[config.mk]
export PLATFORM = sky130hd
export DESIGN_NAME = sample_feeder
export DESIGN_NICKNAME = d
export VERILOG_FILES = /design/src/rtl/filter_pkg.sv /design/src/rtl/sample_fifo.sv /design/src/rtl/sample_feeder.sv
export SDC_FILE = /design/constraint.sdc
export NUM_CORES = 1
export LEC_CHECK = 0
export ABC_CLOCK_PERIOD_IN_PS = 2100
export CORE_ASPECT_RATIO = 0.9
export CORE_MARGIN = 5
export CORE_UTILIZATION = 53
export CTS_BUF_LIST = sky130_fd_sc_hd__clkbuf_8
export CTS_CLUSTER_SIZE = 8
export DETAILED_ROUTE_END_ITERATION = 12
export GPL_ROUTABILITY_DRIVEN = 0
export GPL_TIMING_DRIVEN = 0
export PLACE_DENSITY = 0.84
export SYNTH_ARGS = -nofsm -noshare
export SYNTH_HDL_FRONTEND = slang
export SYNTH_SLANG_ARGS = --single-unit
export TNS_END_PERCENT = 1
[constraint.sdc]
create_clock -name clk_i -period 2.1 [get_ports clk_i]
set_input_delay 0.63 -clock clk_i [delete_from_list [all_inputs] [get_ports clk_i]]
set_output_delay 0.63 -clock clk_i [all_outputs]
set_load 0.01 [all_outputs]
[src/rtl/filter_pkg.sv]
// filter_pkg: shared sample/word types and FSM encoding for the sample feeder.
package filter_pkg;
  typedef logic [1:0] sample_t;
  typedef logic [7:0] word_t;
  localparam int SamplesPerWord = 4;
  typedef enum logic {FeedIdle, FeedShift} feed_state_e;
endpackage

[src/rtl/sample_fifo.sv]
// sample_fifo: small word FIFO with occupancy count; push is refused when full.
module sample_fifo
  import filter_pkg::*;
#(
  parameter int Depth = 4
) (
  input  logic                       clk_i,
  input  logic                       rst_ni,
  input  logic                       push,
  input  word_t                      wdata,
  input  logic                       pop,
  output word_t                      rdata,
  output logic                       full,
  output logic                       empty,
  output logic [$clog2(Depth+1)-1:0] fill
);
  localparam int AW = $clog2(Depth);
  localparam int FW = $clog2(Depth + 1);
  word_t mem [Depth];
  logic [AW-1:0] wptr, rptr;
  logic do_push, do_pop;
  assign full    = fill == FW'(Depth);
  assign empty   = fill == '0;
  assign do_push = push && !full;
  assign do_pop  = pop && !empty;
  assign rdata   = mem[rptr];
  always_ff @(posedge clk_i)
    if (do_push) mem[wptr] <= wdata;
  // Depth is a power of two, so the pointers wrap naturally.
  always_ff @(posedge clk_i or negedge rst_ni) begin
    if (!rst_ni) begin
      wptr <= '0;
      rptr <= '0;
      fill <= '0;
    end else begin
      wptr <= do_push ? wptr + AW'(1) : wptr;
      rptr <= do_pop ? rptr + AW'(1) : rptr;
      fill <= fill + FW'(do_push) - FW'(do_pop);
    end
  end
endmodule

[src/rtl/sample_feeder.sv]
// sample_feeder: buffers packed words and feeds one 2-bit sample per rate tick
// to the FIR filter, pulsing underrun when a tick finds nothing to send.
module sample_feeder
  import filter_pkg::*;
#(
  parameter int Depth   = 4,
  parameter int RateDiv = 4
) (
  input  logic                       clk_i,
  input  logic                       rst_ni,
  input  logic                       enable_i,
  input  word_t                      in_data_i,
  input  logic                       in_valid_i,
  output logic                       in_ready_o,
  output logic                       data_out_req_o,
  output sample_t                    data_out_o,
  output logic                       underrun_o,
  output logic [$clog2(Depth+1)-1:0] fill_o
);
  localparam int CW = RateDiv > 1 ? $clog2(RateDiv) : 1;
  logic [CW-1:0] cnt;
  logic tick, full, empty, pop, last, shift_tick;
  word_t fifo_data, word_q;
  logic [1:0] idx_q;
  feed_state_e state;
  assign tick       = enable_i && cnt == CW'(RateDiv - 1);
  assign last       = idx_q == 2'(SamplesPerWord - 1);
  assign shift_tick = state == FeedShift && tick;
  // IDLE loads eagerly; SHIFT reloads only as the last sample goes out.
  assign pop        = !empty && (state == FeedIdle || (tick && last));
  assign in_ready_o = !full;

  sample_fifo #(.Depth(Depth)) u_fifo (
    .clk_i (clk_i),
    .rst_ni(rst_ni),
    .push  (in_valid_i),
    .wdata (in_data_i),
    .pop   (pop),
    .rdata (fifo_data),
    .full  (full),
    .empty (empty),
    .fill  (fill_o)
  );

  always_ff @(posedge clk_i or negedge rst_ni) begin
    if (!rst_ni) cnt <= '0;
    else cnt <= (enable_i && !tick) ? cnt + 1'b1 : '0;
  end

  always_ff @(posedge clk_i or negedge rst_ni) begin
    if (!rst_ni) begin
      state          <= FeedIdle;
      word_q         <= '0;
      idx_q          <= '0;
      data_out_o     <= '0;
      data_out_req_o <= 1'b0;
      underrun_o     <= 1'b0;
    end else begin
      data_out_req_o <= shift_tick;
      underrun_o     <= state == FeedIdle && tick;
      if (shift_tick) data_out_o <= word_q[{idx_q, 1'b0} +: 2];
      if (pop) begin
        word_q <= fifo_data;
        idx_q  <= '0;
        state  <= FeedShift;
      end else if (shift_tick) begin
        idx_q <= idx_q + 1'b1;
        if (last) state <= FeedIdle;
      end
    end
  end
endmodule

==> out/results.tsv <==
metric	value	unit
num-nets-final	177	
final_hold_viol_count	0	
dieHeight	72.7	µm
path_buf_inv	1	
synthCells	124	
powerDensity	1100	mW/mm²
grt_pass1_wl	6240	µm
grt_setup_unrepaired	true	
die-area	0.00580	mm²
std_cell_rows	22	
yosys_warnings	0	
cts_buffers	5	
grt_pass1_vias	1271	
crit_slowest_cell	dfrtp_2	
slew_violations	0	
hpwl	2680	µm
seqPwrFrac	0.511	
switching_power	0.000868	W
postSynth.asyncResetShare	0.429	
ant_nets	0	
wirelength	3640	µm
start_kind	flip-flop	
p_sw_frac	0.284	
end_kind	flip-flop	
ioPinCount	20	
ir_drop	0.000645	V
critPathMaxStageDelay	0.45	ns
clkPwrFrac	0.191	
leakage	1.08	nW
max_slew_margin	0.272	
syn_nets	145	
power.internal	0.00218	W
worstMarginPinSlew	1.09	ns
comb_power_share	0.298	
grt_overflow_total	0	
critPathArrivalTime	2.26	ns
synth_top_cells_by_count	edfxtp_1 (32), dfrtp_1 (24), mux4_2 (10)	
area_growth	20.1	%
clkLatencyLatePin	0.30	ns
grt_antenna_before_repair	0	
drv_cap	0	
worst_ep_required_time	2.32	ns
io_buffers	19	
hp-class	flip-flop to flip-flop	
first_iter_violations	47	
wl_per_cell	16.8	µm
drc	0	
dieWidth	79.7	µm
synth-main-ff-cell	edfxtp_1	
dr.pass1.iters	4	
setup_violations	0	
synth-edff-count	32	
core_area	0.00416	mm²
ys_top_cells_by_area	edfxtp_1 (41%), dfrtp_1 (26%), mux4_2 (9.7%), mux2_4 (5.2%), ha_1 (4.3%)	
antenna_cells	0	
netlist.area_leader.share	0.415	
dp.cells	203	
crit_chain	nor3_4, a21oi_4, ha_4, inv_2, ha_4, fa_2, xnor2_2, xnor2_1	
drive_gt1_frac	0.331	
power	0.00305	W
post-route-min-period	2.03	ns
track_usage	0.148	
setup_tns	0	ns
crit_fanout	4	
crit_type	flip-flop to flip-flop	
clockRootBuffer	clkbuf_8	
syn_area_per_cell	18.7	µm²
status	completed	
ctsHoldBuffers	0	
via_per_inst	5.15	
fillerInstances	281	
cts_sinks	56	
clk_pin_slew_worst_paths	0.09	ns
synth.distinct_cells	24	
cpMostUsedCell	ha_4	
vias	1117	
fin_crit_sh	0.969	
syn_area	0.00232	mm²
grt_max_degree	25	
cts_tree	built	
synth.largest_area_cell	edfxtp_1	
clock_skew	0.00372	ns
fmax	492	MHz
h-tree-depth	2	
synth_most_common_cell	edfxtp_1	
final_cells	217	
start_util	0.557	
ys_seq_area_frac	0.674	
ys_ff_latch	56	
cp_top_family	adder cells	
cts_buffer_depth	2	
-- sequential cells by signal, summed over array words and instances (netlist names) --
| register | cells |
|---|---|
| cnt | 2 |
| data_out_o | 2 |
| data_out_req_o | 1 |
| idx_q | 2 |
| state | 1 |
| u_fifo.fill | 3 |
| u_fifo.mem | 32 |
| u_fifo.rptr | 2 |
| u_fifo.wptr | 2 |
| underrun_o | 1 |
| word_q | 8 |
-- through the flow --
stage / util / setup slack [ns] / hold WS (ns) / cell area (µm²)
after CTS: 0.667 / -0.00600 / 0.505 / 2770
after floorplan: - / -0.0256 / 0.334 / 2360
final: 0.669 / 0.0656 / 0.500 / 2780
after global routing: 0.669 / -0.0350 / 0.514 / 2780
after global placement: 0.633 / -0.678 / 0.431 / 2630
after detailed placement: 0.633 / -0.779 / 0.455 / 2630
-- cells in the final DEF (no fill, tap or decap), drive strengths merged --
cell type	n
clkdlybuf4s15	1
nor3	1
clkdlybuf4s50	17
and3b	1
inv	8
clkinv	2
edfxtp	32
mux2	11
xor2	2
xnor2	4
ha	8
a21boi	1
dfrtp	24
a21oi	1
dlymetal6s2s	1
nor2	4
mux2i	1
fa	1
and2	4
buf	8
nand2	4
a211oi	1
mux4	10
clkbuf	7
nand3	2
nor3b	1
-- cell type report --
class                           instances  area [µm²]  share of cell area
Clock inverter                          2        10.0             0.00360
Timing Repair Buffer                   26         246              0.0886
Tap cell                               60        75.1              0.0270
Clock buffer                            6        82.6              0.0297
Buffer                                  2        15.0             0.00540
Inverter                                8        30.0              0.0108
Sequential cell                        56        1560               0.562
Multi-Input combinational cell         57         759               0.273
-- worst reg2reg max path, stage by stage, from the launching register on --
cell	delay (ns)
dfrtp_2	0.45
nor3_4	0.27
a21oi_4	0.08
ha_4	0.27
inv_2	0.03
ha_4	0.15
fa_2	0.38
xnor2_2	0.19
xnor2_1	0.14
-- worst paths after layout --
check / start / endpoint / slack (ns) / cells past startpoint
hold / removal: cnt[0]$_DFF_PN0_ / cnt[0]$_DFF_PN0_ / 0.50 / 1
hold reg to reg: cnt[0]$_DFF_PN0_ / cnt[0]$_DFF_PN0_ / 0.50 / 1
setup reg to reg: u_fifo.fill[2]$_DFF_PN0_ / u_fifo.fill[2]$_DFF_PN0_ / 0.07 / 8
setup / recovery: u_fifo.fill[2]$_DFF_PN0_ / u_fifo.fill[2]$_DFF_PN0_ / 0.07 / 8
max in group asynchronous: rst_ni / u_fifo.fill[2]$_DFF_PN0_ / 0.46 / 1
min in group asynchronous: rst_ni / word_q[3]$_DFFE_PN0P_ / 0.91 / 1
-- repair_timing --
item / CTS / global route
setup buffers: 4 / 3
endpoints found under the setup margin: 3 / 2
gates resized for setup: 8 / 1
pin swaps: 5 / 4
-- power by group through the flow --
stage	clock (W)	combinational (W)	sequential, W
6_report	0.000583	0.000910	0.00156
5_1_grt	0.000657	0.00101	0.00159
4_1_cts	0.000596	0.000887	0.00157
3_5_place_dp	0	0.000835	0.00161
3_3_place_gp	0	0.000769	0.00158
2_1_floorplan	0	0.000572	0.00158
-- kinds of logic after synthesis --
family | Yosys count | share of synthesized area
adders and majority gates | 9 | 0.0518
and+or+nand+nor | 17 | 0.0443
DFF | 56 | 0.674
AOI/OAI and AO/OA | 3 | 0.0151
xor gates and xnor gates | 6 | 0.0227
buffers and inverters | 11 | 0.0243
muxes | 22 | 0.168
-- routing by layer --
metal | GRT usage | wire length (µm) | up-vias
li1 | - | - | 516
met1 | 0.184 | 1490 | 576
met2 | 0.251 | 1950 | 20
met3 | 0.0383 | 150 | 5
met4 | 0.0534 | 51 | 0
met5 | 0 | 0 | -
(Power assumes the default switching activity.)
